--- config.mk ---
export PLATFORM = sky130hd
export DESIGN_NAME = core_seq_ctrl
export DESIGN_NICKNAME = d
export VERILOG_FILES = /design/src/rtl/core_seq_ctrl.sv
export SDC_FILE = /design/constraint.sdc
export NUM_CORES = 1
export LEC_CHECK = 0
export CORE_ASPECT_RATIO = 0.6
export CORE_MARGIN = 5
export CORE_UTILIZATION = 24
export CTS_CLUSTER_SIZE = 24
export DETAILED_ROUTE_END_ITERATION = 12
export RECOVER_POWER = 100
export SLEW_MARGIN = 5
export SYNTH_ARGS = -nofsm -noshare
export SYNTH_HDL_FRONTEND = slang
export SYNTH_SLANG_ARGS = --single-unit
--- constraint.sdc ---
create_clock -name clk -period 2.14 [get_ports clk]
set_input_delay 0.428 -clock clk [delete_from_list [all_inputs] [get_ports clk]]
set_output_delay 0.428 -clock clk [all_outputs]
set_load 0.01 [all_outputs]
--- src/rtl/core_seq_ctrl.sv ---
`default_nettype none
// ============================================================================
// core_seq_ctrl : multi-cycle fetch/decode/execute/writeback sequencer
// Rev 1.0
// ============================================================================
module core_seq_ctrl #(
   parameter int                    ADDR_WIDTH     = 32,
   parameter int                    DATA_WIDTH     = 32,
   parameter int                    INST_WIDTH     = 32,
   parameter int                    REG_ADDR_WIDTH = 5,
   parameter logic [ADDR_WIDTH-1:0] RESET_PC       = 32'h8000_0000,
   parameter int                    FETCH_TIMEOUT  = 256
) (
   input  logic                      clk,
   input  logic                      rst,
   output logic                      imem_req_o,
   output logic [ADDR_WIDTH-1:0]     imem_addr_o,
   input  logic                      imem_rvalid_i,
   input  logic [INST_WIDTH-1:0]     imem_rdata_i,
   output logic [INST_WIDTH-1:0]     instr_o,
   output logic [ADDR_WIDTH-1:0]     pc_o,
   input  logic                      invld_instr_i,
   input  logic                      use_rd_i,
   input  logic [REG_ADDR_WIDTH-1:0] rd_i,
   output logic                      exu_start_o,
   input  logic                      exu_done_i,
   input  logic [DATA_WIDTH-1:0]     exu_result_i,
   output logic                      wb_en_o,
   output logic [REG_ADDR_WIDTH-1:0] wb_rd_o,
   output logic [DATA_WIDTH-1:0]     wb_dat_o,
   output logic                      retire_o,
   output logic [31:0]               instret_o,
   output logic                      halt_o,
   output logic [1:0]                halt_cause_o
);

   localparam int                 c_CNT_W    = (FETCH_TIMEOUT > 1) ? $clog2(FETCH_TIMEOUT) : 1;
   localparam logic [c_CNT_W-1:0] c_CNT_LAST = c_CNT_W'((FETCH_TIMEOUT > 0) ? FETCH_TIMEOUT - 1 : 0);
   localparam logic [1:0]         c_CAUSE_ILLEGAL = 2'd1;
   localparam logic [1:0]         c_CAUSE_TIMEOUT = 2'd2;

   typedef enum logic [2:0] {
      S_FETCH  = 3'd0,
      S_FWAIT  = 3'd1,
      S_DECODE = 3'd2,
      S_EXEC   = 3'd3,
      S_WB     = 3'd4,
      S_HALT   = 3'd5
   } state_t;

   state_t                      r_state;
   state_t                      w_state_nxt;
   logic [ADDR_WIDTH-1:0]       r_pc;
   logic [INST_WIDTH-1:0]       r_instr;
   logic [31:0]                 r_instret;
   logic [c_CNT_W-1:0]          r_cnt;
   logic [1:0]                  r_cause;
   logic                        r_exu_start;
   logic                        r_retire;
   logic [REG_ADDR_WIDTH-1:0]   r_rd;
   logic [DATA_WIDTH-1:0]       r_res;

   logic                        w_load_instr;
   logic                        w_done_acc;
   logic                        w_advance;
   logic [1:0]                  w_halt_cause;

   always_ff @(posedge clk) begin
      if (rst) begin
         r_state <= S_FETCH;
      end else begin
         r_state <= w_state_nxt;
      end
   end

   always_comb begin
      w_state_nxt  = r_state;
      w_load_instr = 1'b0;
      w_done_acc   = 1'b0;
      w_advance    = 1'b0;
      w_halt_cause = 2'd0;
      case (r_state)
         S_FETCH: w_state_nxt = S_FWAIT;
         S_FWAIT: begin
            // A response in the limit cycle still counts as a good fetch.
            if (imem_rvalid_i) begin
               w_state_nxt  = S_DECODE;
               w_load_instr = 1'b1;
            end else if ((FETCH_TIMEOUT != 0) && (r_cnt == c_CNT_LAST)) begin
               w_state_nxt  = S_HALT;
               w_halt_cause = c_CAUSE_TIMEOUT;
            end
         end
         S_DECODE: begin
            if (invld_instr_i) begin
               w_state_nxt  = S_HALT;
               w_halt_cause = c_CAUSE_ILLEGAL;
            end else begin
               w_state_nxt = S_EXEC;
            end
         end
         S_EXEC: begin
            if (exu_done_i) begin
               w_done_acc = 1'b1;
               if (use_rd_i && (rd_i != '0)) begin
                  w_state_nxt = S_WB;
               end else begin
                  w_state_nxt = S_FETCH;
                  w_advance   = 1'b1;
               end
            end
         end
         S_WB: begin
            w_state_nxt = S_FETCH;
            w_advance   = 1'b1;
         end
         S_HALT:  w_state_nxt = S_HALT;
         default: w_state_nxt = S_FETCH;
      endcase
   end

   always_ff @(posedge clk) begin
      if (rst) begin
         r_pc        <= RESET_PC;
         r_instr     <= '0;
         r_instret   <= '0;
         r_cnt       <= '0;
         r_cause     <= 2'd0;
         r_exu_start <= 1'b0;
         r_retire    <= 1'b0;
         r_rd        <= '0;
         r_res       <= '0;
      end else begin
         r_cnt <= (r_state == S_FWAIT) ? r_cnt + c_CNT_W'(1) : '0;
         if (w_load_instr) begin
            r_instr <= imem_rdata_i;
         end
         if (w_done_acc) begin
            r_rd  <= rd_i;
            r_res <= exu_result_i;
         end
         if (w_advance) begin
            r_pc      <= r_pc + ADDR_WIDTH'(4);
            r_instret <= r_instret + 32'd1;
         end
         if (w_halt_cause != 2'd0) begin
            r_cause <= w_halt_cause;
         end
         r_exu_start <= (r_state == S_DECODE) && (w_state_nxt == S_EXEC);
         // Retire is seen the cycle after done: during WB, or in the next FETCH.
         r_retire    <= w_done_acc;
      end
   end

   assign imem_req_o   = (r_state == S_FETCH);
   assign imem_addr_o  = r_pc;
   assign pc_o         = r_pc;
   assign instr_o      = r_instr;
   assign exu_start_o  = r_exu_start;
   assign wb_en_o      = (r_state == S_WB);
   assign wb_rd_o      = wb_en_o ? r_rd  : '0;
   assign wb_dat_o     = wb_en_o ? r_res : '0;
   assign retire_o     = r_retire;
   assign instret_o    = r_instret;
   assign halt_o       = (r_state == S_HALT);
   assign halt_cause_o = r_cause;

endmodule
`default_nettype wire
# Yosys cells after proc, flatten, opt, wreduce, memory -nomap -nowiden

Cells that the tools add are included.

Register bits: 148
Bits of input ports: 75
Output and inout port bits: 172
Logic and storage cells: 46

$add $sub $neg: 3
Eq/ne operators: 7
Mux-type cells: 19
Bitwise logic cells: 1
Reduce and logical (&&, ||, !) cells: 6

Operators with widths:

| operator                                            | number |
|---|---|
| adder 32 x 1 -> 32 bit, second input constant       | 1 |
| adder 32 x 3 -> 32 bit, second input constant       | 1 |
| 2-to-1 mux 32 bit                                   | 1 |
| 2-to-1 mux 3 bit                                    | 5 |
| one-hot mux 3 bit (5 select lines)                  | 1 |
| equality test 3 x 2 -> 1 bit, second input constant | 3 |
| adder 8 x 1 -> 8 bit, second input constant         | 1 |
| equality test 8 bit, second input constant          | 1 |
| 2-to-1 mux 1 bit                                    | 7 |
| equality test 3 bit, second input constant          | 2 |
| 2-to-1 mux 5 bit                                    | 1 |
| nonzero test 5 bit                                  | 1 |
| 2-to-1 mux 2 bit                                    | 2 |
| one-hot mux 2 bit (2 select lines)                  | 1 |
| equality test 3 x 1 -> 1 bit, second input constant | 1 |
| zero test 3 bit                                     | 1 |
| logical AND 1 bit                                   | 2 |
| one-hot mux 1 bit (2 select lines)                  | 1 |
| nonzero test 2 bit                                  | 1 |
| OR reduction 2 bit                                  | 1 |
| inverter 1 bit                                      | 1 |

# Depth between registers and ports, before layout

Gate-level depths: netlist of run 1.

Word-level depth: 7
Depth in mapped cells: 9
Depth with buffers taken out: 6

# Worst setup path before layout of run 1

Ideal clock, no wire load.

Path kind: input to register
From: in rd_i[0]
To: reg r_instret[20], in the netlist instret_o[20]
Arrival time: 2171 ps
Path slack: -152 ps
Cell stages on the path: 6
Path buffers: 1
Cells stage by stage: or4_4 > buf_6 > nor4_4 > nor2_1 > nor3_1 > mux2_2

Word-level cells in the longest chain between the ends: 5

Ends and longest elaborated chain:

| element                            | RTL line | text |
|---|---|---|
| from (decl)                        | 24       | `input logic [REG_ADDR_WIDTH-1:0] rd_i,` |
| nonzero test 5 bit                 | 105      | `if (use_rd_i && (rd_i != '0)) begin` |
| logical AND 1 bit                  | 105      |  |
| 2-to-1 mux 1 bit                   | 105      |  |
| 2-to-1 mux 1 bit                   | 103      | `if (exu_done_i) begin` |
| one-hot mux 1 bit (2 select lines) | 82       | `case (r_state)` |
| to (signal assigned)               | 144      | `r_instret <= r_instret + 32'd1;` |
| to (decl)                          | 55       | `logic [31:0] r_instret;` |

No other way between the ends.
A chain may end at the register's enable or synchronous reset.

# Worst setup path after layout of run 1

From: reg r_state[1]
To: out wb_dat_o[25]

Word-level cells in the longest chain between the ends: 2

Ends and longest elaborated chain:

| element                | RTL line | text |
|---|---|---|
| from (decl)            | 51       | `state_t r_state;` |
| from (signal assigned) | 72       | `r_state <= w_state_nxt;` |
| equality test 3 bit    | 160      | `assign wb_en_o = (r_state == S_WB);` |
| 2-to-1 mux 32 bit      | 162      | `assign wb_dat_o = wb_en_o ? r_res : '0;` |
| to (decl)              | 30       | `output logic [DATA_WIDTH-1:0] wb_dat_o,` |

No other way between the ends.

==> results.json, run 1 <==
{
  "critPathKind": "register to output port",
  "yosysUniqueCellTypes": 49,
  "cp_top_family": "simple AND/OR/NAND/NOR gates",
  "status": "finished clean",
  "stdcell_count": 1453,
  "met1_usage_pct": 19.8,
  "top_usage_layer": "met2",
  "cp_max_fo": 9,
  "cts-root-buf": "clkbuf_16",
  "ys_ff_latch": 146,
  "synthArstFlopShare_pct": 0,
  "die_area_sq_um": 30700,
  "most-common-layout-cells": "clkdlybuf4s50_1, nand2_1, dfxtp_1",
  "required_ns": 1.71,
  "power.leakage_nw": 3.89,
  "path_buf_inv": 3,
  "worst_pin_slew_ns": 0.658,
  "ioPinCount": 247,
  "cap_viol_max_count": 0,
  "finalHoldViolCount": 0,
  "place_hpwl_mm": 16.1,
  "synth.avg_cell_area_sq_um": 8.11,
  "core.rowCount": 46,
  "final_nets": 1158,
  "postRouteAntennaNets": 0,
  "hold_class": "input pin to register",
  "via_per_inst": 4.51,
  "dp_slack_ns": -0.580,
  "fmax_mhz": 470,
  "layout-drive-gt1-share_pct": 20.0,
  "fin_crit_ns": 2.13,
  "syn-cell-area_sq_um": 6520,
  "final_max_slew_viol_count": 0,
  "cpPeakStageDelay_ns": 0.43,
  "routedWlPerCell_um": 15.7,
  "syn2layout_area_growth_pct": 62.9,
  "use_met2_pct": 20.3,
  "drt-pass1-iter-count": 5,
  "post-place-cells": 1408,
  "regArea_sq_um": 2920,
  "ys.warnings.count": 0,
  "h-tree-depth": 4,
  "post-route-period-util_pct": 99.4,
  "synth_top_flop_cell": "dfxtp_1",
  "grt_usage_pct": 14.3,
  "drt_iter0_drc": 301,
  "place_congestion": 0.785,
  "numCtsBuffers": 17,
  "core_area_sq_um": 26600,
  "post-route-util_pct": 40.0,
  "grt_pass1_vias": 6125,
  "portBuffers": 242,
  "die_height_um": 138,
  "cts_num_sinks": 146,
  "critPathArrivalTime_ns": 1.70,
  "setup_slack_ns": 0.0134,
  "critPathSlowestCell": "or3b_4",
  "clkTransAtPathRegs_ns": 0.06,
  "clk-insertion-delay-late_ns": 0.43,
  "routed_wl_mm": 22.7,
  "multi_input_area_sq_um": 3320,
  "holdBufCountCts": 0,
  "synth_edf_count": 0,
  "antenna_cells": 0,
  "setup_viol_count_final": 0,
  "netlist_instances": 804,
  "drc": 0,
  "nFillCells": 2665,
  "antenna_found_initial": 1,
  "cts_tree": "yes",
  "num_vias": 6546,
  "endpoint_kind": "output port",
  "overflow": 0,
  "startpoint_type": "register",
  "die_x_um": 223,
  "ir_drop_mv": 0.623,
  "grt_max_degree": 56,
  "crit_path_cell_trace": "or3b_4 -> clkinv_8 -> clkbuf_16 -> and2_1 -> buf_2",
  "final_common_cell": "clkdlybuf4s50_1",
  "power.density_nw_per_um2": 644,
  "cts_max_path_buffers": 2,
  "relSlewSlack_pct": 56.1,
  "holdWs_ns": 0.233,
  "skew_ns": 0.00683,
  "rsz0062_at_grt": "yes",
  "start_util_pct": 24.5,
  "yosysSeqAreaShare_pct": 44.8,
  "grt_util_met3_pct": 6.37,
  "grt_pass1_wl_mm": 34.7
}
[synthesized netlist by cell type, drive strengths merged, types with 2 or more instances]
library cell | number | area share, %
mux2 | 4 | 0.69
nand4 | 14 | 1.3
nor3 | 8 | 0.61
or4 | 16 | 1.9
nand4b | 2 | 0.27
nor2 | 52 | 3.0
nor3b | 2 | 0.23
nand3 | 19 | 1.5
buf | 40 | 4.4
xor2 | 24 | 3.2
o2111ai | 4 | 0.63
ha | 3 | 0.58
nor4 | 6 | 1.2
nand2 | 160 | 9.2
and4 | 5 | 0.67
and2 | 42 | 4.0
nand3b | 3 | 0.35
xnor2 | 7 | 0.94
dfxtp | 146 | 45
o22ai | 3 | 0.48
clkbuf | 40 | 2.3
o31ai | 14 | 1.6
o21ai | 22 | 1.7
or3 | 16 | 1.5
and3 | 10 | 0.96
a21oi | 102 | 7.9
nor2b | 7 | 0.67
o211ai | 9 | 1.1
mux2i | 3 | 0.46
inv | 13 | 0.75
[registers in the layout, summed over array words and instances, names as in the netlist]
| name | count |
|---|---|
| imem_addr_o | 30 |
| r_cnt | 8 |
| exu_start_o | 1 |
| r_state | 3 |
| instr_o | 32 |
| instret_o | 32 |
| r_res | 32 |
| retire_o | 1 |
| r_rd | 5 |
| halt_cause_o | 2 |
[path summary, 6_finish.rpt]
check,startpoint,end,slack [ns],depth (start not counted)
max,r_state[1],wb_dat_o[25],0.01,5
min reg2reg,r_cnt[0],r_cnt[0],0.45,1
min,rd_i[0],r_rd[0],0.23,3
max reg2reg,r_state[1],instret_o[9],0.03,9
[worst min-delay path, stage by stage]
cell and delay, ns:
clkbuf_2 0.09, nand2_1 0.05, a21oi_1 0.05
[cell type report]
| type | instances | area share [%] |
|---|---|---|
| flip-flops and latches | 146 | 27.5 |
| clock buffers | 23 | 4.59 |
| well taps | 360 | 4.24 |
| clock inverters | 9 | 1.87 |
| repair buffers | 334 | 30.0 |
| inverters | 13 | 0.577 |
| multi-input cells | 568 | 31.2 |
[cells by family (layout without fill, tap and decap cells)]
logic type | count (synthesis) | count (layout) | synth area share, %
AO/OA/AOI/OAI | 158 | 158 | 14.0
XOR/XNOR | 31 | 31 | 4.16
adder cells (fa/ha/maj) | 3 | 3 | 0.575
buffers and inverters | 93 | 379 | 7.48
flip-flops | 146 | 146 | 44.8
multiplexers | 7 | 7 | 1.15
other | 1 | 4 | 0.0575
AND/OR/NAND/NOR | 365 | 365 | 27.8
[stage by stage]
step / TNS, ns / power, mW / area (sq um)
final: 0 / 6.84 / 10600
after global routing: -1.92 / 7.13 / 10600
after CTS: -0.735 / 6.95 / 10400
after detailed placement: -28.61 / 3.37 / 9610
after global placement: -27.32 / 3.37 / 9610
after floorplan: -0.386 / 3.06 / 6550
[layer usage]
layer  routed length (um)  share of wire, %  vias to the layer above
li1                     -                 -                     3270
met1                10800                48                     3074
met2                 9740                43                      179
met3                 1900               8.4                       21
met4                  261               1.1                        2
met5                   12             0.053                        -
[report_power, final]
| group | switching (mW) | internal (mW) |
|---|---|---|
| registers | 0.0272 | 2.77 |
| logic | 0.252 | 0.286 |
| clock network | 1.20 | 2.31 |
| total | 1.48 | 5.37 |
[timing repair]
item,in CTS,in global routing
pin swaps,14,18
setup buffers,8,1
gates resized for setup,181,58
cloned,3,2
setup endpoints to repair,71,72
(Power assumes the default switching activity.)
==> inputs of run 2 (changes only) <==
--- a/config.mk
+++ b/config.mk
@@ -11,6 +11,7 @@
 export CTS_CLUSTER_SIZE = 24
 export DETAILED_ROUTE_END_ITERATION = 12
 export RECOVER_POWER = 100
+export SKIP_CTS_REPAIR_TIMING = 1
 export SLEW_MARGIN = 5
 export SYNTH_ARGS = -nofsm -noshare
 export SYNTH_HDL_FRONTEND = slang
==> results.json, run 2 (synthesized netlist as in run 1, its figures left out) <==
{
  "holdWs_ns": 0.282,
  "core_area_sq_um": 26600,
  "dp_slack_ns": -0.580,
  "fmax_mhz": 439,
  "tns_ns": -1.23,
  "layout-drive-gt1-share_pct": 20.9,
  "via_per_inst": 4.47,
  "critPathSlowestCell": "or3b_4",
  "portBuffers": 242,
  "place_hpwl_mm": 16.1,
  "syn2layout_area_growth_pct": 64.3,
  "crit_top_cell": "buf_6",
  "setup_viol_count_final": 35,
  "grt_pass1_vias": 6026,
  "required_ns": 1.71,
  "place_congestion": 0.785,
  "routed_wl_mm": 22.7,
  "setup_slack_ns": -0.137,
  "cts_max_path_buffers": 2,
  "crit_path_cell_trace": "or3b_4 -> clkinv_4 -> buf_12 -> clkbuf_16 -> buf_6 -> and2_4 -> buf_6",
  "drc": 0,
  "reg2reg_slack_ns": -0.02,
  "status": "finished with violations",
  "numCtsBuffers": 17,
  "antenna_found_initial": 1,
  "post-route-util_pct": 40.3,
  "ioPinCount": 247,
  "core.rowCount": 46,
  "ir_drop_mv": 0.622,
  "skew_ns": 0.00703,
  "die_area_sq_um": 30700,
  "power.leakage_nw": 4.33,
  "power_switching_mw": 1.48,
  "postRouteAntennaNets": 0,
  "antenna_cells": 0,
  "cp_max_fo": 7,
  "routedWlPerCell_um": 15.5,
  "overflow": 0,
  "post-place-cells": 1408,
  "p_sw_share_pct": 21.7,
  "endpoint_kind": "output port",
  "pwr-share-comb_pct": 7.7,
  "final_max_slew_viol_count": 0,
  "power_frac_seq_pct": 40.9,
  "cts-root-buf": "clkbuf_16",
  "cap_viol_max_count": 0,
  "hold_class": "input pin to register",
  "h-tree-depth": 4,
  "grt_pass1_wl_mm": 33.6,
  "critPathKind": "register to output port",
  "violations": "setup timing",
  "final_nets": 1164,
  "power_mw": 6.83,
  "p_int_mw": 5.35,
  "grt_max_degree": 56,
  "worst_pin_slew_ns": 0.844,
  "final_common_cell": "nand2_1",
  "startpoint_type": "register",
  "die_x_um": 223,
  "clkPwrFrac_pct": 51.4,
  "start_util_pct": 24.5,
  "drt_iter0_drc": 296,
  "rsz0062_at_grt": "yes",
  "relSlewSlack_pct": 43.8,
  "power.density_nw_per_um2": 637,
  "cpPeakStageDelay_ns": 0.41,
  "num_vias": 6525,
  "cts_num_sinks": 146,
  "placed_area_sq_um": 9610,
  "final_area_sq_um": 10700,
  "post-route-period-util_pct": 106,
  "clk-insertion-delay-late_ns": 0.43,
  "stdcell_count": 1459,
  "critPathArrivalTime_ns": 1.85,
  "clkTransAtPathRegs_ns": 0.06,
  "cts_tree": "yes",
  "die_height_um": 138,
  "most-common-layout-cells": "nand2_1, dfxtp_1, dlygate4sd3_1",
  "fin_crit_ns": 2.28,
  "grt_usage_pct": 13.8,
  "drt-pass1-iter-count": 4,
  "finalHoldViolCount": 0
}
run 2: final cells by class:
class / count / area, sq um
clock inverter: 9 / 199
fill: 2676 / 15900
tap: 360 / 450
multi-input combinational: 568 / 3310
sequential: 146 / 2920
timing repair buffer: 340 / 3300
inverter: 13 / 53.8
clock buffer: 23 / 488
run 2: layer usage:
metal | GRT usage (%) | up-vias | wire length, um
li1 | - | 3276 | -
met1 | 19.0 | 3045 | 10800
met2 | 19.6 | 185 | 9790
met3 | 6.30 | 17 | 1880
met4 | 3.60 | 2 | 240
met5 | 0 | - | 12
run 2: final timing paths:
kind                            cells past startpoint            end        from
worst max-delay path                                7   wb_dat_o[10]  r_state[0]
worst min-delay path                                3        r_rd[0]     rd_i[0]
worst max register to register                      8  instret_o[29]  r_state[1]
worst min register to register                      1       r_cnt[0]    r_cnt[0]
run 2: critical path, delay by kind of cell (launching register included):
kind / cells / cell delay [ns]
DFF: 1 / 0.32
and+or+nand+nor: 2 / 0.55
buffers and inverters: 5 / 0.54
run 2: power groups by stage:
stage | Clock [mW] | Sequential [mW] | Combinational (mW)
after detailed placement | 0 | 2.86 | 0.515
after global routing | 3.74 | 2.80 | 0.577
after floorplan | 0 | 2.87 | 0.187
after global placement | 0 | 2.85 | 0.514
final | 3.51 | 2.80 | 0.526
after CTS | 3.62 | 2.80 | 0.518
